### src/rtl/lsu_ctrl.sv
// ---------------------------------------------------------------------------
// lsu_ctrl - load/store control stage in front of the data memory
//
// Takes one load/store request at a time from the EX/MEM pipeline register
// over a valid/ready handshake, checks alignment and opcode, and sequences the
// data memory (two 256x32 SRAM banks, bank = address bit 10). Loads are held
// stable through the SRAM data cycle and the returned word is optionally
// zero-extended (LBU/LHU).
//
// Build option:
//   LSU_RANGE_CHECK_EN  when defined, req_addr[31:ADDR_W] != 0 is an error.
//                       When undefined the upper address bits are ignored and
//                       the address wraps modulo 2^ADDR_W.
//
// Ports:
//   clk, nrst           clock, asynchronous active-low reset
//   req_valid/req_ready request handshake (ready only while idle)
//   req_op              000 SB, 001 SH, 010 SW, 100 LB, 101 LH, 110 LW
//   req_unsigned        zero-extend LB/LH results
//   req_addr, req_wdata byte address, right-aligned store data
//   resp_valid          one-cycle completion pulse
//   resp_err            error qualifier for resp_valid
//   resp_rdata          load result
//   busy                pipeline stall request (= ~req_ready)
//   mem_stall, mem_op,  memory control: stall (1 = deselected), op_code,
//   mem_addr, mem_wdata byte address and write data
//   mem_rdata           memory read data (lane-extracted, sign-extended)
//
// State table:
//   state    | meaning
//   IDLE     | waiting for a request, memory deselected
//   ACCESS   | SRAM enabled, clocked at the end of this cycle
//   RESP     | load data cycle, address/op held for memory lane mux
//   ERR      | error response being presented
// ---------------------------------------------------------------------------
module lsu_ctrl #(
  parameter int          ADDR_W  = 11,
  parameter logic [2:0]  OP_IDLE = 3'b111
) (
  input  logic              clk,
  input  logic              nrst,
  input  logic              req_valid,
  output logic              req_ready,
  input  logic [2:0]        req_op,
  input  logic              req_unsigned,
  input  logic [31:0]       req_addr,
  input  logic [31:0]       req_wdata,
  output logic              resp_valid,
  output logic              resp_err,
  output logic [31:0]       resp_rdata,
  output logic              busy,
  output logic              mem_stall,
  output logic [2:0]        mem_op,
  output logic [ADDR_W-1:0] mem_addr,
  output logic [31:0]       mem_wdata,
  input  logic [31:0]       mem_rdata
);

  localparam logic [1:0] S_IDLE   = 2'd0;
  localparam logic [1:0] S_ACCESS = 2'd1;
  localparam logic [1:0] S_RESP   = 2'd2;
  localparam logic [1:0] S_ERR    = 2'd3;

  logic [1:0]        state_q,      state_d;
  logic              resp_valid_q, resp_valid_d;
  logic              resp_err_q,   resp_err_d;
  logic [31:0]       resp_rdata_q, resp_rdata_d;
  logic              mem_stall_q,  mem_stall_d;
  logic [2:0]        mem_op_q,     mem_op_d;
  logic [ADDR_W-1:0] mem_addr_q,   mem_addr_d;
  logic [31:0]       mem_wdata_q,  mem_wdata_d;
  logic              uns_q,        uns_d;

  logic        op_legal;
  logic        misaligned;
  logic        out_of_range;
  logic        req_err;
  logic [31:0] rdata_ext;

  // ---------------------------------------------------------------------------
  // Request checks
  // ---------------------------------------------------------------------------
  always_comb begin
    op_legal = 1'b0;
    case (req_op)
      3'b000, 3'b001, 3'b010,
      3'b100, 3'b101, 3'b110: op_legal = 1'b1;
      default:                op_legal = 1'b0;
    endcase
  end

  // op[1:0] encodes the access size for both loads and stores.
  always_comb begin
    misaligned = 1'b0;
    case (req_op[1:0])
      2'b01:   misaligned = req_addr[0];
      2'b10:   misaligned = |req_addr[1:0];
      default: misaligned = 1'b0;
    endcase
  end

`ifdef LSU_RANGE_CHECK_EN
  assign out_of_range = |req_addr[31:ADDR_W];
`else
  // Upper address bits intentionally ignored: the address wraps.
  logic unused_addr_hi;
  assign unused_addr_hi = |req_addr[31:ADDR_W];
  assign out_of_range   = 1'b0;
`endif

  assign req_err = ~op_legal | misaligned | out_of_range;

  // ---------------------------------------------------------------------------
  // Load result extension. The memory already sign-extends; unsigned loads
  // only need the upper bits cleared.
  // ---------------------------------------------------------------------------
  always_comb begin
    rdata_ext = mem_rdata;
    if (uns_q) begin
      case (mem_op_q[1:0])
        2'b00:   rdata_ext[31:8]  = 24'h0;
        2'b01:   rdata_ext[31:16] = 16'h0;
        default: rdata_ext        = mem_rdata;
      endcase
    end
  end

  // ---------------------------------------------------------------------------
  // FSM and registered outputs
  // ---------------------------------------------------------------------------
  always_comb begin
    state_d      = state_q;
    resp_valid_d = 1'b0;
    resp_err_d   = 1'b0;
    resp_rdata_d = resp_rdata_q;
    mem_stall_d  = mem_stall_q;
    mem_op_d     = mem_op_q;
    mem_addr_d   = mem_addr_q;
    mem_wdata_d  = mem_wdata_q;
    uns_d        = uns_q;

    case (state_q)
      S_IDLE: begin
        if (req_valid) begin
          if (req_err) begin
            // Response is registered on entry to ERR, giving latency 1.
            // Memory outputs stay untouched: no SRAM access at all.
            state_d      = S_ERR;
            resp_valid_d = 1'b1;
            resp_err_d   = 1'b1;
          end else begin
            state_d     = S_ACCESS;
            mem_stall_d = 1'b0;
            mem_op_d    = req_op;
            mem_addr_d  = req_addr[ADDR_W-1:0];
            mem_wdata_d = req_wdata;
            uns_d       = req_unsigned;
          end
        end
      end

      S_ACCESS: begin
        mem_stall_d = 1'b1;
        if (!mem_op_q[2]) begin
          // Store completes once the SRAM has been clocked.
          state_d      = S_IDLE;
          resp_valid_d = 1'b1;
          mem_op_d     = OP_IDLE;
        end else begin
          // Load: keep addr/op so the memory lane select and bank mux stay
          // valid during the data cycle.
          state_d = S_RESP;
        end
      end

      S_RESP: begin
        state_d      = S_IDLE;
        resp_valid_d = 1'b1;
        resp_rdata_d = rdata_ext;
        mem_op_d     = OP_IDLE;
      end

      S_ERR: begin
        state_d = S_IDLE;
      end

      default: begin
        state_d     = S_IDLE;
        mem_stall_d = 1'b1;
        mem_op_d    = OP_IDLE;
      end
    endcase
  end

  always_ff @(posedge clk or negedge nrst) begin
    if (!nrst) begin
      state_q      <= S_IDLE;
      resp_valid_q <= 1'b0;
      resp_err_q   <= 1'b0;
      resp_rdata_q <= 32'h0;
      mem_stall_q  <= 1'b1;
      mem_op_q     <= OP_IDLE;
      mem_addr_q   <= '0;
      mem_wdata_q  <= 32'h0;
      uns_q        <= 1'b0;
    end else begin
      state_q      <= state_d;
      resp_valid_q <= resp_valid_d;
      resp_err_q   <= resp_err_d;
      resp_rdata_q <= resp_rdata_d;
      mem_stall_q  <= mem_stall_d;
      mem_op_q     <= mem_op_d;
      mem_addr_q   <= mem_addr_d;
      mem_wdata_q  <= mem_wdata_d;
      uns_q        <= uns_d;
    end
  end

  // ---------------------------------------------------------------------------
  // Outputs
  // ---------------------------------------------------------------------------
  assign req_ready  = (state_q == S_IDLE);
  assign busy       = ~req_ready;
  assign resp_valid = resp_valid_q;
  assign resp_err   = resp_err_q;
  assign resp_rdata = resp_rdata_q;
  assign mem_stall  = mem_stall_q;
  assign mem_op     = mem_op_q;
  assign mem_addr   = mem_addr_q;
  assign mem_wdata  = mem_wdata_q;

endmodule

### config.mk
export PLATFORM = sky130hd
export DESIGN_NAME = lsu_ctrl
export DESIGN_NICKNAME = d
export VERILOG_FILES = /design/src/rtl/lsu_ctrl.sv
export SDC_FILE = /design/constraint.sdc
export NUM_CORES = 1
export LEC_CHECK = 0
export CORE_MARGIN = 5
export CORE_UTILIZATION = 40
export CTS_CLUSTER_SIZE = 14
export DETAILED_ROUTE_END_ITERATION = 7
export PLACE_DENSITY_LB_ADDON = 0.08
export REMOVE_ABC_BUFFERS = 1
export SETUP_SLACK_MARGIN = 0.2
export SYNTH_ARGS = -nofsm -noshare
export SYNTH_HDL_FRONTEND = slang
export SYNTH_SLANG_ARGS = --single-unit
### constraint.sdc
create_clock -name clk -period 2.7 [get_ports clk]
set_input_delay 0.405 -clock clk [delete_from_list [all_inputs] [get_ports clk]]
set_output_delay 0.405 -clock clk [all_outputs]
set_load 0.01 [all_outputs]
=== Word level (Yosys, flattened, before mapping) ===
Index checks and enable logic that the tools add are counted.

* Register bits after elaboration: 84
* Bits of input ports: 103
* Output and inout bits: 83

* Eq/ne operators: 14
* Mux-type cells: 21
* Bitwise gates (word level): 4
* Reduce and logical (&&, ||, !) cells: 13

{| class="wikitable"
|+ Operators with widths
! kind !! count
|-
| 32-bit two-way mux || 1
|-
| 16-bit two-way mux || 1
|-
| 3-bit == test, second input constant || 3
|-
| 3-bit case mux with 3 select lines || 1
|-
| 3-bit AND reduction || 3
|-
| 2-bit two-way mux || 4
|-
| 8-bit two-way mux || 1
|-
| 1-bit two-way mux || 7
|-
| 2-bit by 1-bit == test with 1-bit output, second input constant || 3
|-
| 2-bit == test, second input constant || 3
|-
| 3-bit two-way mux || 2
|-
| 2-bit != test, second input constant || 3
|-
| 2-bit case mux with 3 select lines || 1
|-
| 2-bit OR reduction || 3
|-
| 6-bit OR reduction || 1
|-
| 2-bit logical NOT || 2
|-
| 1-bit case mux with 2 select lines || 2
|-
| 4-bit AND reduction || 1
|-
| 3-bit by 1-bit == test with 1-bit output, second input constant || 1
|-
| 3-bit by 2-bit == test with 1-bit output, second input constant || 1
|-
| 3-bit logical NOT || 1
|-
| 1-bit NOT || 3
|-
| 1-bit case mux with 3 select lines || 1
|-
| 3-bit nonzero test || 1
|-
| 2 further kinds || 2
|}

=== Longest topological paths before layout ===
Gate-level depths: netlist of run 1.

* Depth in word-level cells: 8
* Gate-level depth with buffers: 8
* Gate-level depth less buffers: 6

=== Least setup slack after synthesis of run 1 ===
Ideal clock, no wire load.

* Path kind: input port to flip-flop
* From: input req_op[0]
* To: register mem_addr_q[10] (netlist: mem_addr[10])
* Library setup time: 125 ps
* Arrival time: 1,761 ps
* Slack: 814 ps
* Stages: 8
* Cell sequence: inv_1 -> ha_1 -> a21oi_2 -> nor3_1 -> or3_1 -> buf_6 -> buf_6 -> mux2_4

* Longest elaborated chain between the ends: 7
* Elaborated cells on any way between the ends: 15
* Classes of those cells: 7 x eq/ne; 2 x mux; 3 x bitwise; 3 x reduce/logical

{| class="wikitable"
|+ RTL lines
! what !! line !! text
|-
| from (decl) || 44 || <nowiki>input logic [2:0] req_op,</nowiki>
|-
| 3-bit by 1-bit == test with 1-bit output (tied with other cells) || 85 || <nowiki>case (req_op)</nowiki>
|-
| 6-bit OR reduction || 85 ||
|-
| 1-bit two-way mux || 85 ||
|-
| 1-bit NOT || 111 || <nowiki>assign req_err = ~op_legal | misaligned | out_of_range;</nowiki>
|-
| 1-bit bitwise OR * || 111 ||
|-
| 1-bit NOT (no line) * || -- ||
|-
| 3-bit AND reduction (no line) * || -- ||
|-
| to (signal assigned) || 213 || <nowiki>mem_addr_q <= mem_addr_d;</nowiki>
|-
| to (decl) || 70 || <nowiki>logic [ADDR_W-1:0] mem_addr_q, mem_addr_d;</nowiki>
|}

Mark *: on every way between the ends. The rest lies on a longest branch, timed or not.
A chain may end at the register's enable or synchronous reset.

=== Worst setup path in the final report of run 1 ===
* From: input req_op[1]
* To: register mem_addr_q[5] (netlist: mem_addr[5])

Same word-level chain as after synthesis.

==> flow_metrics.env, run 1 <==
export IMPL_synth_warnings=0
export IMPL_hold_violations=0
export IMPL_core_um2=8640
export IMPL_run_status="finished, final reports clean"
export IMPL_dpl_cell_area_um2=5280
export IMPL_setup_violations=0
export IMPL_instances_no_fill=546
export IMPL_drt_initial_drc_count=51
export IMPL_num_fill_cells=711
export IMPL_syn_area_um2=3510
export IMPL_path_max_fanout=17
export IMPL_synth_avg_cell_area_um2=13.3
export IMPL_dpl_cell_count=530
export IMPL_rsz0062_at_grt="no"
export IMPL_cts_max_level=3
export IMPL_drive_gt1_frac=0.183
export IMPL_cap_violations=0
export IMPL_clock_skew_ns=0.00830
export IMPL_whs_ns=0.0316
export IMPL_ys_seq_area_frac=0.601
export IMPL_holdBufCountCts=0
export IMPL_drtAntennaViolNets=0
export IMPL_grt_pass1_wl_um=13900
export IMPL_worstReg2RegEnd="mem_addr[5]$_DFFE_PN0P_"
export IMPL_nets=543
export IMPL_required_ns=2.93
export IMPL_grt_use_total=0.159
export IMPL_r2r_start="state_q[1]$_DFFE_PN0N_"
export IMPL_yosys_top_cells_area="dfrtp_1, mux2_4, mux2_2"
export IMPL_slew_headroom=0.616
export IMPL_wl_per_cell_um=15.7
export IMPL_arrival_ns=2.46
export IMPL_clkSinkCount=84
export IMPL_start_util=0.406
export IMPL_dp_final_hpwl_um=6360
export IMPL_reg2reg_slack_ns=0.62
export IMPL_via_per_inst=4.60
export IMPL_setup_worst_path_start_class="primary input"
export IMPL_drt_total_wl_um=8560
export IMPL_powerDensity_nw_per_um2=1160
export IMPL_synth_area_leader_cell="dfrtp_1"
export IMPL_hold_class="primary input to async pin"
export IMPL_worstSetupEndpointType="flip-flop"
export IMPL_drc=0
export IMPL_die_area_um2=10700
export IMPL_ys_ff_latch=84
export IMPL_ir_drop_mv=0.543
export IMPL_die_w_um=104
export IMPL_finalInstanceArea_um2=5540
export IMPL_ctsResizeCount=0
export IMPL_cts_buffer_depth=2
export IMPL_overflow=0
export IMPL_clock_latency_ns=0.34
export IMPL_areaGrowthSynthToFinish_pct=57.9
export IMPL_syn_inst=263
export IMPL_reg2regPathDepth=6
export IMPL_die_h_um=104
export IMPL_num_vias=2513
export IMPL_netlist_area_leader_share=0.571
export IMPL_post_route_period_util=0.829
export IMPL_slew_violations=0
export IMPL_path_class="primary input to flip-flop"
export IMPL_tns_ns=0
export IMPL_fmax_ghz=0.447
export IMPL_p_leak_nw=2.54
export IMPL_grt_max_degree=45
export IMPL_min_period_ns=2.24
export IMPL_drt_pass1_iter_count=4
export IMPL_antenna_found_initial=0
export IMPL_cts_root_buf="clkbuf_8"
export IMPL_port_buffers=164
export IMPL_max_slew_worst_pin_slew_ns=0.575
export IMPL_io_pins=186
export IMPL_place_congestion=0.727
export IMPL_num_rows=34
export IMPL_cts_inserted_buffers=9
export IMPL_post_cts_buffers=0
export IMPL_grt_pass1_vias=2632
export IMPL_synth_cell_types=24
export IMPL_path_clk_slew_ns=0.08
export IMPL_antenna_cells=0
export IMPL_cts_tree="done"
## worst max-delay path, cell delays in order
cell             delay [ns]
clkdlybuf4s50_1        0.55
inv_1                  0.06
ha_1                   0.17
nor2_1                 0.12
nor3_1                 0.08
or3_2                  0.49
buf_4                  0.25
mux2_4                 0.33
## routing by layer
layer,wire length (µm),part of all wire,GRT usage
met2,4390,0.51,0.270
met5,0,0,0
met4,125,0.015,0.0546
met3,422,0.049,0.0423
met1,3620,0.42,0.194
## sequential cells by signal, summed over array words and instances (netlist names)
| register | cells |
|---|---|
| resp_valid | 1 |
| mem_wdata | 32 |
| mem_op | 3 |
| mem_stall | 1 |
| uns_q | 1 |
| resp_rdata | 32 |
| mem_addr | 11 |
| resp_err | 1 |
| state_q | 2 |
## synth_stat cells
cell type  number
nand2b_1        1
nand2_1        27
dfrtp_1        80
o21bai_1        1
o21ai_0        25
ha_1            7
a22o_1          1
a21oi_2         1
nor3_1          1
and2_1          1
a21oi_1         3
a221oi_1        1
o21a_1          1
clkbuf_1        6
mux2_4         39
mux2_2         13
buf_6           5
dfstp_2         4
nor2_1          6
inv_1          34
o211ai_1        1
o311ai_0        1
or3_1           1
mux2i_1         3
## per-stage QoR
step / total power [mW] / setup slack [ns] / util
floorplan: 3.65 / -0.323 / -
CTS: 6.52 / 0.474 / 0.641
global placement: 5.26 / 0.144 / 0.611
finish: 6.41 / 0.462 / 0.641
detailed placement: 5.33 / 0.0985 / 0.611
global route: 6.79 / 0.385 / 0.641
## worst max path at each step
stage,start,to,slack [ns],cells past startpoint
4_1_cts,req_op[1],mem_addr[9]$_DFFE_PN0P_,0.47,8
3_3_place_gp,req_op[0],mem_wdata[2]$_DFFE_PN0P_,0.14,8
3_5_place_dp,req_op[1],mem_addr[5]$_DFFE_PN0P_,0.1,8
6_report,req_op[1],mem_addr[5]$_DFFE_PN0P_,0.46,8
5_1_grt,req_op[1],mem_addr[5]$_DFFE_PN0P_,0.38,8
2_1_floorplan,req_op[0],mem_addr[0]$_DFFE_PN0P_,-0.32,5
## where the power goes
group / leakage [nW] / internal (mW) / switching [mW]
Sequential: 1.00 / 1.90 / 0.333
Combinational: 1.41 / 1.88 / 1.14
Clock: 0.127 / 0.710 / 0.442
Total: 2.54 / 4.49 / 1.92
## placed cells by master (no fill, tap or decap), drive strengths merged
cell type        n
a21oi            4
a221oi           1
a22o             1
and2             1
buf              7
bufinv           4
clkbuf          10
clkdlybuf4s50  163
clkinv           1
clkinvlp         1
dfrtp           80
dfstp            4
ha               7
inv             34
mux2            52
mux2i            3
nand2           27
nand2b           1
nor2             6
nor3             1
o211ai           1
o21a             1
o21ai           25
o21bai           1
o311ai           1
or3              1
## final cells by class
class	instances	area [µm²]	share of cell area
Clock buffer	10	128	0.0230
Clock inverter	6	136	0.0246
Inverter	34	128	0.0230
Multi-Input combinational cell	134	1200	0.216
Sequential cell	84	2110	0.380
Tap cell	108	135	0.0244
Timing Repair Buffer	170	1710	0.309
## cell families (layout without fill, tap and decap cells)
group	after synthesis	count (layout)	share of synthesized area
AOI/OAI and AO/OA	35	35	0.0564
adders and majority gates	7	7	0.0250
buffers and inverters	45	220	0.0588
DFF	84	84	0.601
muxes	55	55	0.217
and+or+nand+nor	37	37	0.0421
(Power assumes the default switching activity.)
==> inputs of run 2 (changes only) <==
Settings changed: CORE_UTILIZATION 40 to 36.
Clock period 2.7 ns to 1.95 ns, I/O delays scaled along.
==> run 2 against run 1 <==
  * Sequential share of layout area fell by 1.9 points
  * Clock power rose by 23%
  * First-iteration DRC count rose by 5.9%
  * Critical endpoint is now mem_wdata[18]$_DFFE_PN0P_
  * Largest cell class unchanged
  * Highest routed layer unchanged
==> flow_metrics.env, run 2 (same netlist as run 1, synthesis figures left out) <==
export IMPL_p_clk_frac=0.156
export IMPL_place_congestion=0.748
export IMPL_via_per_inst=4.40
export IMPL_drt_initial_drc_count=54
export IMPL_powerDensity_nw_per_um2=1550
export IMPL_drive_gt1_frac=0.238
export IMPL_max_stage_delay_ns=0.37
export IMPL_layout_common_cells="clkdlybuf4s50_1, dfrtp_1, mux2_4"
export IMPL_clkSinkCount=84
export IMPL_antenna_cells=0
export IMPL_ir_drop_mv=0.763
export IMPL_post_route_period_util=0.917
export IMPL_grt_pass1_wl_um=14400
export IMPL_io_pins=186
export IMPL_dpl_cell_count=563
export IMPL_fmax_ghz=0.559
export IMPL_areaGrowthSynthToFinish_pct=66.3
export IMPL_rsz0062_at_grt="yes"
export IMPL_dp_slack_ns=-0.495
export IMPL_setup_worst_path_start_class="primary input"
export IMPL_drt_total_wl_um=9210
export IMPL_arrival_ns=2.04
export IMPL_hold_depth=4
export IMPL_cts_inserted_buffers=9
export IMPL_cts_max_level=3
export IMPL_p_comb_frac=0.500
export IMPL_min_period_ns=1.79
export IMPL_cts_buffer_depth=2
export IMPL_path_class="primary input to flip-flop"
export IMPL_drc=0
export IMPL_slew_violations=0
export IMPL_num_vias=2600
export IMPL_grt_use_total=0.160
export IMPL_cts_root_buf="clkbuf_8"
export IMPL_power_share_switching=0.313
export IMPL_required_ns=2.20
export IMPL_slowest_stage="or3_4"
export IMPL_dp_final_hpwl_um=6610
export IMPL_port_buffers=164
export IMPL_start_util=0.364
export IMPL_path_clk_slew_ns=0.10
export IMPL_nets=563
export IMPL_clock_skew_ns=0.0114
export IMPL_wl_per_cell_um=15.6
export IMPL_reg2regPathDepth=7
export IMPL_p_seq_frac=0.344
export IMPL_finalInstanceArea_um2=5830
export IMPL_slew_headroom=0.730
export IMPL_worstSetupEndpointType="flip-flop"
export IMPL_hold_violations=0
export IMPL_antenna_found_initial=0
export IMPL_grt_max_degree=53
export IMPL_die_area_um2=11800
export IMPL_num_rows=36
export IMPL_setup_violations=0
export IMPL_die_w_um=109
export IMPL_path_max_fanout=4
export IMPL_max_slew_worst_pin_slew_ns=0.406
export IMPL_p_int_mw=6.23
export IMPL_p_leak_nw=2.69
export IMPL_cts_tree="done"
export IMPL_dpl_cell_area_um2=5370
export IMPL_cap_violations=0
export IMPL_layout_commonest_cell="clkdlybuf4s50_1"
export IMPL_die_h_um=109
export IMPL_hold_class="primary input to flip-flop"
export IMPL_grt_pass1_vias=2832
export IMPL_clock_latency_ns=0.35
export IMPL_run_status="finished, final reports clean"
export IMPL_num_fill_cells=812
export IMPL_core_um2=9640
export IMPL_drt_pass1_iter_count=4
export IMPL_p_total_mw=9.06
export IMPL_overflow=0
export IMPL_drtAntennaViolNets=0
export IMPL_p_sw_mw=2.83
export IMPL_worst_slack_ns=0.162
export IMPL_instances_no_fill=591
export IMPL_path_cells="dlygate4sd2_1 -> buf_6 -> ha_1 -> nor2_2 -> nor3_2 -> or3_4 -> buf_12 -> clkbuf_16 -> mux2_4"
## run 2: cell types whose count changed in the layout (fill, tap and decap cells not counted), moves of 2 or more
cell / before / now
buf_16: 0 / 3
ha_1: 7 / 5
inv_1: 34 / 32
bufinv_16: 4 / 2
dlygate4sd2_1: 0 / 8
inv_6: 0 / 2
clkdlybuf4s50_1: 163 / 155
inv_2: 0 / 2
buf_4: 5 / 17
## run 2: path summary, 6_finish.rpt
path | slack [ns] | startpoint | to
max | 0.16 | req_op[0] | mem_wdata[18]$_DFFE_PN0P_
min | 0.47 | req_op[0] | mem_op[0]$_DFFE_PN1P_
max reg2reg | 0.16 | state_q[0]$_DFFE_PN0N_ | mem_wdata[18]$_DFFE_PN0P_
min reg2reg | 0.49 | mem_op[0]$_DFFE_PN1P_ | mem_op[0]$_DFFE_PN1P_
max in group asynchronous | 1.10 | nrst | resp_rdata[17]$_DFFE_PN0P_
min in group asynchronous | 0.48 | nrst | state_q[0]$_DFFE_PN0N_
## run 2: final cells by class
type,count,area [µm²],area share
sequential,84,2110,0.361
clock inverter,7,105,0.0180
timing repair buffer,190,1970,0.338
multi-input combinational,134,1230,0.211
clock buffer,9,124,0.0212
tap,133,166,0.0285
inverter,34,128,0.0219
## run 2: metal layers
layer / track usage / wire length, µm / up-vias
met5: 0 / 0 / -
met3: 0.0580 / 676 / 17
li1: - / - / 1240
met4: 0.0496 / 167 / 0
met1: 0.191 / 3730 / 1264
met2: 0.271 / 4640 / 79
## run 2: stage by stage
| step | hold WS (ns) | util | TNS, ns |
|---|---|---|---|
| final | 0.475 | 0.605 | 0 |
| after detailed placement | 0.301 | 0.557 | -21.79 |
| after global routing | 0.480 | 0.605 | 0 |
| after floorplan | -0.00309 | - | -39.59 |
| after global placement | 0.300 | 0.557 | -20.38 |
| after CTS | 0.471 | 0.602 | 0 |
## run 2: repair_timing
item,CTS,global route
gates cloned,4,1
hold buffers,1,0
hold endpoints to repair,80,0
buffers inserted,6,0
gates resized for setup,21,2
pin swaps,3,1
endpoints found under the setup margin,53,41
## run 2: power groups by stage
stage | Sequential [mW] | Combinational (mW) | Clock (mW)
finish | 3.11 | 4.53 | 1.42
global route | 3.24 | 4.87 | 1.54
CTS | 3.12 | 4.57 | 1.46
detailed placement | 3.14 | 4.33 | 0
global placement | 3.13 | 4.26 | 0
floorplan | 3.50 | 1.56 | 0
## run 2: worst max-delay path: cells and delay by family
kind                     cells  cell delay, ns
AND/OR/NAND/NOR              3            0.57
adder cells (fa/ha/maj)      1            0.20
buffers and inverters        4            0.69
multiplexers                 1            0.29
==> inputs of run 3 (changes only) <==
Settings changed: REMOVE_ABC_BUFFERS 1 to unset.
==> run 3 against run 2 <==
  * Sequential share of layout area shrank 0.22 points
  * Sequential power is essentially flat
  * Die area is the same
  * Routed wire length grew 2.0%
  * Total power shrank 0.72%
  * Global-route usage shrank 0.18 points
  * Via count grew 0.54%
  * Sequential cell count is the same
  * Clock power shrank 8%
  * Register-to-register slack lost 0.04 ns
  * Final cell count grew 0.51%
==> flow_metrics.env, run 3 (same netlist as run 1, synthesis figures left out) <==
export IMPL_run_status="finished, final reports clean"
export IMPL_required_ns=2.18
export IMPL_r2r_start="state_q[0]$_DFFE_PN0N_"
export IMPL_crit_family="simple AND/OR/NAND/NOR gates"
export IMPL_worst_slack_ns=0.118
export IMPL_drt_pass1_iter_count=4
export IMPL_instances_no_fill=594
export IMPL_rsz0062_at_grt="yes"
export IMPL_p_leak_nw=2.70
export IMPL_slew_violations=0
export IMPL_ir_drop_mv=0.861
export IMPL_drt_initial_drc_count=72
export IMPL_grt_use_total=0.159
export IMPL_layout_commonest_cell="clkdlybuf4s50_1"
export IMPL_nets=566
export IMPL_io_pins=186
export IMPL_post_route_period_util=0.940
export IMPL_die_h_um=109
export IMPL_clock_latency_ns=0.35
export IMPL_cts_buffer_depth=2
export IMPL_slowest_stage="or3_4"
export IMPL_powerDensity_nw_per_um2=1530
export IMPL_regArea_um2=2110
export IMPL_via_per_inst=4.40
export IMPL_layout_common_cells="clkdlybuf4s50_1, dfrtp_1, mux2_4"
export IMPL_dpl_cell_count=562
export IMPL_port_buffers=164
export IMPL_setup_worst_path_start_class="flip-flop"
export IMPL_path_max_fanout=6
export IMPL_cts_root_buf="clkbuf_8"
export IMPL_die_area_um2=11800
export IMPL_cp_num_buf_inv=3
export IMPL_start_util=0.364
export IMPL_drtAntennaViolNets=0
export IMPL_cts_max_level=3
export IMPL_num_fill_cells=843
export IMPL_cts_inserted_buffers=9
export IMPL_min_period_ns=1.83
export IMPL_multi_input_area_um2=1230
export IMPL_dpl_cell_area_um2=5390
export IMPL_setup_violations=0
export IMPL_arrival_ns=2.06
export IMPL_clock_skew_ns=0.0106
export IMPL_die_w_um=109
export IMPL_areaGrowthSynthToFinish_pct=67.3
export IMPL_crit_start="state_q[0]$_DFFE_PN0N_"
export IMPL_dp_final_hpwl_um=6580
export IMPL_path_clk_slew_ns=0.10
export IMPL_grt_pass1_wl_um=14300
export IMPL_grt_pass1_vias=2765
export IMPL_hold_class="primary input to async pin"
export IMPL_syn_num_nets=373
export IMPL_drt_total_wl_um=9390
export IMPL_cts_tree="done"
export IMPL_clkSinkCount=84
export IMPL_antenna_cells=0
export IMPL_path_class="flip-flop to flip-flop"
export IMPL_p_total_mw=8.99
export IMPL_hold_violations=0
export IMPL_core_um2=9640
export IMPL_finalInstanceArea_um2=5870
export IMPL_max_stage_delay_ns=0.44
export IMPL_worstSetupEndpointType="flip-flop"
export IMPL_wl_per_cell_um=15.8
export IMPL_cap_violations=0
export IMPL_place_congestion=0.756
export IMPL_num_vias=2614
export IMPL_path_cells="inv_2 -> ha_4 -> nand2_2 -> or3_4 -> buf_4 -> buf_16 -> mux2_4"
export IMPL_max_slew_worst_pin_slew_ns=0.377
export IMPL_antenna_found_initial=0
export IMPL_drc=0
export IMPL_overflow=0
export IMPL_fmax_ghz=0.546
export IMPL_num_rows=36
export IMPL_dp_slack_ns=-0.486
export IMPL_grt_max_degree=33
export IMPL_slew_headroom=0.748
export IMPL_drive_gt1_frac=0.245
## run 3: cell count changes in the layout (fill, tap and decap cells not counted)
cell        delta
buf_16         +2
buf_12         +1
buf_6          +1
bufbuf_16      -1
bufinv_16      -1
clkbuf_8       +1
clkinvlp_4     +1
inv_8          -1
o21a_1         -1
o21a_2         +1
o311ai_0       -1
o311ai_1       +1
## run 3: final cells by class
| type | count | area share |
|---|---|---|
| flip-flops and latches | 84 | 0.359 |
| repair buffers | 193 | 0.345 |
| multi-input cells | 134 | 0.210 |
| well taps | 133 | 0.0284 |
| clock buffers | 10 | 0.0235 |
| inverters | 34 | 0.0217 |
| clock inverters | 6 | 0.0122 |
## run 3: through the flow
stage / TNS (ns) / hold slack [ns] / utilization
floorplan: 0 / -0.00309 / -
global placement: -20.07 / 0.239 / 0.559
detailed placement: -21.86 / 0.237 / 0.559
CTS: 0 / 0.392 / 0.602
global route: 0 / 0.411 / 0.609
finish: 0 / 0.390 / 0.609
## run 3: repair_timing
item	in CTS	in global routing
buffers inserted	4	5
gates cloned	5	1
hold buffers	1	0
hold endpoints to repair	26	0
endpoints found under the setup margin	54	63
pin swaps	2	1
resized for setup	15	8
## run 3: path summary, 6_finish.rpt
kind                                                   end  slack, ns  depth (start not counted)
worst min-delay path            resp_rdata[16]$_DFFE_PN0P_       0.39                          2
worst min register to register       mem_op[1]$_DFFE_PN1P_       0.47                          2
min in group clk                     mem_op[1]$_DFFE_PN1P_       0.47                          2
worst max-delay path              mem_wdata[3]$_DFFE_PN0P_       0.12                          7
max in group asynchronous         mem_wdata[3]$_DFFE_PN0P_       0.84                          3
worst max register to register    mem_wdata[3]$_DFFE_PN0P_       0.12                          7
## run 3: layer usage
layer / wire length (µm) / up-vias / global-route usage
li1: - / 1244 / -
met2: 4560 / 90 / 0.253
met5: 0 / - / 0
met1: 4010 / 1267 / 0.205
met4: 176 / 0 / 0.0631
met3: 651 / 13 / 0.0432
## run 3: power by group
group | internal, mW | total, mW | switching [mW] | leakage, nW
logic | 2.90 | 4.61 | 1.71 | 1.60
registers | 2.63 | 3.09 | 0.457 | 1.00
clock network | 0.639 | 1.30 | 0.659 | 0.0995
